===== config.mk =====
export PLATFORM = sky130hd
export DESIGN_NAME = pipe_rca_adder
export DESIGN_NICKNAME = d
export VERILOG_FILES = /design/src/rtl/adder_pkg.sv /design/src/rtl/rca_chunk.sv /design/src/rtl/pipe_rca_adder.sv
export SDC_FILE = /design/constraint.sdc
export NUM_CORES = 1
export LEC_CHECK = 0
export ABC_AREA = 1
export ABC_CLOCK_PERIOD_IN_PS = 2950
export BUFFER_PORTS_ARGS = -buffer_cell sky130_fd_sc_hd__buf_4
export CAP_MARGIN = 5
export CORE_MARGIN = 1
export CORE_UTILIZATION = 40
export DETAILED_ROUTE_END_ITERATION = 8
export PLACE_DENSITY_LB_ADDON = 0.12
export SETUP_SLACK_MARGIN = 0.3
export SYNTH_ARGS = -nofsm -noshare
export SYNTH_HDL_FRONTEND = slang
export SYNTH_SLANG_ARGS = --single-unit

===== constraint.sdc =====
create_clock -name clk -period 2.95 [get_ports clk]
set_input_delay 0 -clock clk [delete_from_list [all_inputs] [get_ports clk]]
set_output_delay 0 -clock clk [all_outputs]
set_load 0.01 [all_outputs]

===== src/rtl/adder_pkg.sv =====
// Shared sizing helpers for the pipelined ripple-carry adder family.
// Consumers import adder_pkg::* and derive their stage count from WIDTH/CHUNK.
package adder_pkg;

    localparam int DEF_WIDTH = 8;
    localparam int DEF_CHUNK = 4;

    function automatic int calc_stages(input int width, input int chunk);
        return width / chunk;
    endfunction

    // The slicing only works when every stage sees a full chunk.
    function automatic bit width_ok(input int width, input int chunk);
        return (chunk > 0) && (width >= chunk) && ((width % chunk) == 0);
    endfunction

endpackage


===== src/rtl/rca_chunk.sv =====
// Purpose: N-bit ripple of full-adder cells, one pipeline slice of the adder.
// Latency: combinational, zero cycles.
// Backpressure: none; the enclosing pipeline decides when results are captured.
module rca_chunk
    import adder_pkg::*;
#(
    parameter int N = DEF_CHUNK
) (
    input  logic [N-1:0] a,
    input  logic [N-1:0] b,
    input  logic         ci,
    output logic [N-1:0] s,
    output logic         co,
    output logic         c_msb_in
);

    logic [N:0] c;

    always_comb begin
        c    = '0;
        s    = '0;
        c[0] = ci;
        for (int i = 0; i < N; i++) begin
            s[i]     = a[i] ^ b[i] ^ c[i];
            c[i + 1] = (a[i] & b[i]) | (c[i] & (a[i] ^ b[i]));
        end
    end

    assign co       = c[N];
    assign c_msb_in = c[N - 1];

endmodule


===== src/rtl/pipe_rca_adder.sv =====
// Purpose: pipelined WIDTH-bit add/sub, one CHUNK-bit ripple slice per stage (ovf port under ADDER_OVF_FLAG_EN).
// Latency: WIDTH/CHUNK cycles from accept to out_valid, throughput one beat per cycle.
// Backpressure: whole pipe freezes while out_valid & ~out_ready; in_ready = ~stall.
module pipe_rca_adder
    import adder_pkg::*;
#(
    parameter int WIDTH = DEF_WIDTH,
    parameter int CHUNK = DEF_CHUNK
) (
    input  logic             clk,
    input  logic             rst,
    input  logic             in_valid,
    output logic             in_ready,
    input  logic [WIDTH-1:0] a,
    input  logic [WIDTH-1:0] b,
    input  logic             cin,
    input  logic             sub,
    output logic             out_valid,
    input  logic             out_ready,
    output logic [WIDTH-1:0] sum,
    output logic             cout
`ifdef ADDER_OVF_FLAG_EN
    ,
    output logic             ovf
`endif
);

    localparam int STAGES = calc_stages(WIDTH, CHUNK);

    typedef struct packed {
        logic [WIDTH-1:0] a;
        logic [WIDTH-1:0] b;
        logic             sub;
        logic             cin;
    } beat_t;

    if (!width_ok(WIDTH, CHUNK)) begin : g_bad_cfg
        $error("pipe_rca_adder: WIDTH must be a non-zero multiple of CHUNK");
    end

    logic              stall;
    logic [STAGES-1:0] vld_q, vld_d;
    beat_t             beat_q [STAGES];
    beat_t             beat_d [STAGES];
    logic [WIDTH-1:0]  sum_q  [STAGES];
    logic [WIDTH-1:0]  sum_d  [STAGES];

    logic [STAGES-1:0] src_vld;
    beat_t             src_beat [STAGES];
    logic [WIDTH-1:0]  src_sum  [STAGES];
    logic [CHUNK-1:0]  ch_a     [STAGES];
    logic [CHUNK-1:0]  ch_b     [STAGES];
    logic [CHUNK-1:0]  ch_s     [STAGES];
    logic              ch_ci    [STAGES];
    logic              ch_co    [STAGES];
    logic              ch_cmsb  [STAGES];

    assign stall    = vld_q[STAGES-1] & ~out_ready;
    assign in_ready = ~stall;

    // Stage inputs: stage 0 takes the port beat, stage k takes the register of stage k-1.
    // beat.cin holds the carry handed from the previous slice; sub travels with the beat.
    always_comb begin
        src_vld         = '0;
        src_vld[0]      = in_valid;
        src_beat[0].a   = a;
        src_beat[0].b   = b;
        src_beat[0].sub = sub;
        src_beat[0].cin = sub | cin;
        src_sum[0]      = '0;
        for (int k = 1; k < STAGES; k++) begin
            src_vld[k]  = vld_q[k-1];
            src_beat[k] = beat_q[k-1];
            src_sum[k]  = sum_q[k-1];
        end
        for (int k = 0; k < STAGES; k++) begin
            ch_a[k]  = src_beat[k].a[k*CHUNK +: CHUNK];
            ch_b[k]  = src_beat[k].b[k*CHUNK +: CHUNK] ^ {CHUNK{src_beat[k].sub}};
            ch_ci[k] = src_beat[k].cin;
        end
    end

    for (genvar k = 0; k < STAGES; k++) begin : g_stage
        rca_chunk #(.N(CHUNK)) u_rca (
            .a        (ch_a[k]),
            .b        (ch_b[k]),
            .ci       (ch_ci[k]),
            .s        (ch_s[k]),
            .co       (ch_co[k]),
            .c_msb_in (ch_cmsb[k])
        );
    end

    // Lower result chunks ride along so the full sum leaves the last stage together.
    always_comb begin
        for (int k = 0; k < STAGES; k++) begin
            vld_d[k]                    = src_vld[k];
            sum_d[k]                    = src_sum[k];
            sum_d[k][k*CHUNK +: CHUNK]  = ch_s[k];
            beat_d[k]                   = src_beat[k];
            beat_d[k].cin               = ch_co[k];
        end
    end

    always_ff @(posedge clk) begin
        if (rst) begin
            vld_q <= '0;
            for (int k = 0; k < STAGES; k++) begin
                sum_q[k]  <= '0;
                beat_q[k] <= '0;
            end
        end else if (!stall) begin
            vld_q <= vld_d;
            for (int k = 0; k < STAGES; k++) begin
                sum_q[k]  <= sum_d[k];
                beat_q[k] <= beat_d[k];
            end
        end
    end

    assign out_valid = vld_q[STAGES-1];
    assign sum       = sum_q[STAGES-1];
    assign cout      = beat_q[STAGES-1].cin;

`ifdef ADDER_OVF_FLAG_EN
    logic ovf_q, ovf_d;

    assign ovf_d = ch_cmsb[STAGES-1] ^ ch_co[STAGES-1];

    always_ff @(posedge clk) begin
        if (rst) begin
            ovf_q <= 1'b0;
        end else if (!stall) begin
            ovf_q <= ovf_d;
        end
    end

    assign ovf = ovf_q;
`else
    logic cmsb_unused;
    assign cmsb_unused = ch_cmsb[STAGES-1];
`endif

endmodule


# Word-level counts from Yosys, hierarchy flattened

Memories as Yosys holds them, arrays and structs flattened.
Cells that the tools add are included.

Register bits: 2
Bits in latches: 0
Bits in writable memories: 52
Memory bits (read-only): 0
Input port bits: 22
Output and inout port bits: 11
Word-level logic and storage cells: 62
Memories kept: 2

Add/sub/neg operators: 0
$mul: 0
Div/mod/pow operators: 0
$lt $le $gt $ge: 0
Equal/unequal tests: 0
Shift operators: 0
Mux-type cells: 9
Bitwise logic cells: 50
Reduce and logical (&&, ||, !) cells: 0

Memories:

| memory | words | bits a word | rd ports | clocked after memory_dff | wr ports | RTL line             | source |
|---|---|---|---|---|---|---|---|
| beat_q | 2     | 18          | 2        | 0                        | 2        | pipe_rca_adder.sv:43 | `beat_t beat_q [STAGES];` |
| sum_q  | 2     | 8           | 2        | 0                        | 2        | pipe_rca_adder.sv:45 | `logic [WIDTH-1:0] sum_q [STAGES];` |

Operator list:

| cell          | count |
|---|---|
| $mux W18      | 2 |
| $and A1 B1 Y1 | 17 |
| $mux W8       | 2 |
| $xor A1 B1 Y1 | 16 |
| $or A1 B1 Y1  | 13 |
| $xor A4 B4 Y4 | 2 |
| $mux W1       | 5 |
| $not A1 Y1    | 2 |

# Depth between registers and ports, before layout

An unclocked memory read counts as a cell.

Depth in word-level cells: 12
Gate-level depth with buffers: 11
Mapped depth without buffers: 10

# Modules after synthesis

Synthesis repeated with hierarchy kept, for this count alone.

Cells, all modules: 117
Area, all modules: 1,282.5 um^2

Modules (own cells, without submodules):

| module         | times used | cells an instance | area each (um^2) | sequential area each (um^2) |
|---|---|---|---|---|
| pipe_rca_adder | 1          | 93                | 1,062.3          | 730.7 |
| rca_chunk      | 2          | 12                | 110.1            | 0.0 |

# Least setup slack after synthesis

Ideal clock, no wire load.

Kind: flip-flop to flip-flop
Start point: memory beat_q[0][1] (netlist name)
End point: memory sum_q[0][15] (netlist name), data pin
Setup time: 0.251 ns
Data arrival time: 2.109 ns
Data required time: 2.699 ns
Slack: 0.590 ns
Cell stages (with the launch flop): 11
Path buffers: 0
Period minus slack after synthesis: 2.360 ns
Cell sequence: edfxtp_1 xnor2_1 fa_1 inv_1 fa_1 inv_1 fa_1 inv_1 fa_1 inv_1 nor2_1

RTL lines:

| item            | RTL line |
|---|---|
| start, declared | pipe_rca_adder.sv:43 |
| end, declared   | pipe_rca_adder.sv:45 |

==> results.py <==
metrics = {
    "status": {
        "outcome": "finished, violations left",
        "violations": "DRC",
    },
    "worst_setup_path": {
        "r2r-start": "beat_q[0][1]",
        "r2r_cells": 10,
        "crit_required_ns": 3.04,
        "r2r-end": "sum_q[0][15]",
        "end_kind": "register",
        "path_class": "reg2reg",
        "startpoint_type": "register",
        "path_max_fanout": 4,
        "worstPathArrival_ns": 2.56,
        "r2r_slack_ns": 0.48,
    },
    "yosys": {
        "netlist.area_leader.share_pct": 55.20,
        "yosysSeqAreaShare_pct": 58.40,
        "ys_seq_elements": 25,
        "yosysTopAreaCell": "edfxtp_1",
        "yosysWarnings": 0,
        "netlist_instances": 108,
        "synth_area_leaders": "edfxtp_1, fa_1, inv_1",
        "yosysUniqueCellTypes": 14,
        "synthesis.area_um2": 1251,
        "syn_area_per_cell_um2": 11.59,
        "syn_nets": 138,
    },
    "power": {
        "clkPwrFrac_pct": 19.7,
        "pwr-share-comb_pct": 22.1,
        "swShare_pct": 25.39,
        "power.internal_uw": 573.7,
        "p_leak_uw": 0.0008195,
        "max-vdd-ir-drop_mv": 0.1747,
        "power_switching_uw": 195.3,
        "powerDensity_nw_per_um2": 468.8,
        "pwr-share-seq_pct": 58.2,
    },
    "clock_network": {
        "cts-root-buf": "clkbuf_4",
        "clock_latency_ns": 0.32,
        "clock_path_buffers": 2,
        "cts_tree": "done",
        "numCtsBuffers": 3,
        "cts_resized": 0,
        "htree_levels": 1,
        "cts.clk_slew.worst_paths_ns": 0.13,
        "cts_num_sinks": 25,
    },
    "die": {
        "initial_utilization_pct": 43.86,
        "die-area_um2": 3356,
        "core_area_um2": 2853,
        "die_h_um": 57.93,
        "rows": 19,
        "die_w_um": 57.93,
        "io_pins": 33,
    },
    "detailed_routing": {
        "vias": 797,
        "viasPerCell": 4.355,
        "drc": 2,
        "first_pass_iters": 6,
        "ant_nets": 0,
        "routed_wl_um": 1686,
        "drtIter0Drc": 22,
        "avgRoutedWirePerCell_um": 9.213,
    },
    "placed_design": {
        "dp_slack_ns": 0.4778,
        "dpl.hpwl_um": 1176,
        "port_buffers": 32,
        "dp.cells": 168,
        "routabilityCongestion": 0.7503,
    },
    "min_path": {
        "hold_start": "sub",
        "hold_path_class": "in2reg",
        "hold_end": "beat_q[0][1]",
        "min_path_cells": 3,
    },
    "global_routing": {
        "grt_antenna_before_repair": 0,
        "grt.overflow.total": 0,
        "grt_max_degree": 25,
        "grt_pass1_vias": 700,
        "grt_pass1_wl_um": 2829,
        "grt_use_total_pct": 11.86,
    },
    "timing": {
        "setup_slack_ns": 0.4782,
        "timing.setup.tns_ns": 0,
        "drv_slew": 0,
        "min_period_over_period_pct": 83.79,
        "tightest_slew_ns": 1.064,
        "finalHoldViolCount": 0,
        "fin_skew_ns": 0.004863,
        "max_freq_mhz": 404.6,
        "setup_viol": 0,
        "period_minus_slack_ns": 2.472,
        "rsz0062_at_grt": "no",
        "slew_headroom_pct": 28.89,
    },
    "cells_and_area": {
        "drive_gt1_share_pct": 25.66,
        "final_cells": 183,
        "antenna_cells": 0,
        "final_cell_mix": "inv_1, buf_4, nor2_1, edfxtp_1, dlygate4sd3_1",
        "nets": 183,
        "area_growth_pct": 31.10,
    },
    "run": {
        "maxCapViolations": 0,
    },
}
==> state kept, by name, summed over array words and instances, names as in the netlist <==
| signal | flops |
|---|---|
| beat_q | 11 |
| sum_q | 12 |
| vld_q | 2 |
==> per-layer routing <==
| metal | track usage [%] | vias up | part of all wire, % |
|---|---|---|---|
| li1 | - | 405 | - |
| met1 | 12.86 | 362 | 42 |
| met2 | 20.03 | 25 | 50 |
| met3 | 2.679 | 5 | 4.6 |
| met4 | 9.184 | 0 | 3.4 |
| met5 | 0 | - | 0 |
==> Yosys cell counts, drive strengths merged <==
library cell / n
inv: 32
nor2: 24
edfxtp: 23
fa: 8
nand2: 5
xnor2: 4
xor2: 4
buf: 3
dfxtp: 2
nand3: 2
nand4: 1
==> power by group through the flow <==
stage / registers [uW] / clock network [uW] / logic, uW
global placement: 456 / 0 / 157
floorplan: 466 / 0 / 85.6
finish: 447 / 151 / 170
detailed placement: 457 / 0 / 160
CTS: 448 / 155 / 172
global route: 453 / 171 / 193
==> critical path, stage by stage, from the launching register on <==
cell      delay, ns
edfxtp_1       0.49
xnor2_1        0.19
fa_1           0.36
inv_1          0.07
fa_1           0.15
inv_1          0.05
fa_1           0.35
inv_1          0.07
fa_1           0.40
inv_1          0.06
nor2_1         0.05
==> how the worst max path moves through the flow <==
stage,start,end,slack [ns],depth (start not counted)
2_1_floorplan,beat_q[0][1],sum_q[0][15],0.59,10
3_3_place_gp,beat_q[0][1],sum_q[0][15],0.53,10
3_5_place_dp,beat_q[0][1],sum_q[0][15],0.48,10
4_1_cts,beat_q[0][1],sum_q[0][15],0.46,10
5_1_grt,beat_q[0][1],sum_q[0][15],0.31,10
6_report,beat_q[0][1],sum_q[0][15],0.48,10
==> through the flow <==
step | power, uW | util, % | cell area (um^2) | hold WS (ns)
after global placement | 612.2 | 52.68 | 1503 | 0.2353
final | 769.0 | 57.50 | 1640 | 0.04551
after floorplan | 551.3 | - | 1251 | 0.1388
after CTS | 775.6 | 57.50 | 1640 | 0.04423
after global routing | 817.5 | 57.50 | 1640 | 0.05678
after detailed placement | 616.4 | 52.68 | 1503 | 0.2396
==> area by class of cell <==
class,count,area (um^2)
Multi-Input combinational cell,48,372.9
Clock buffer,3,22.52
Tap cell,31,38.79
Sequential cell,25,730.7
Clock inverter,1,5.005
Timing Repair Buffer,43,350.3
Inverter,32,120.1
Fill cell,247,1212
==> cell families after synthesis <==
logic type | count (synthesis) | share of synthesized area (%)
flops | 25 | 58.40
fa+ha+maj | 8 | 12.80
simple gates | 32 | 11.40
xor+xnor | 8 | 5.599
buf+inv | 35 | 11.80
==> what timing repair did <==
item                                   CTS  global route
buffers inserted                         0             0
endpoints found under the hold margin   10             0
hold buffers                            11             0
(Power assumes the default switching activity.)
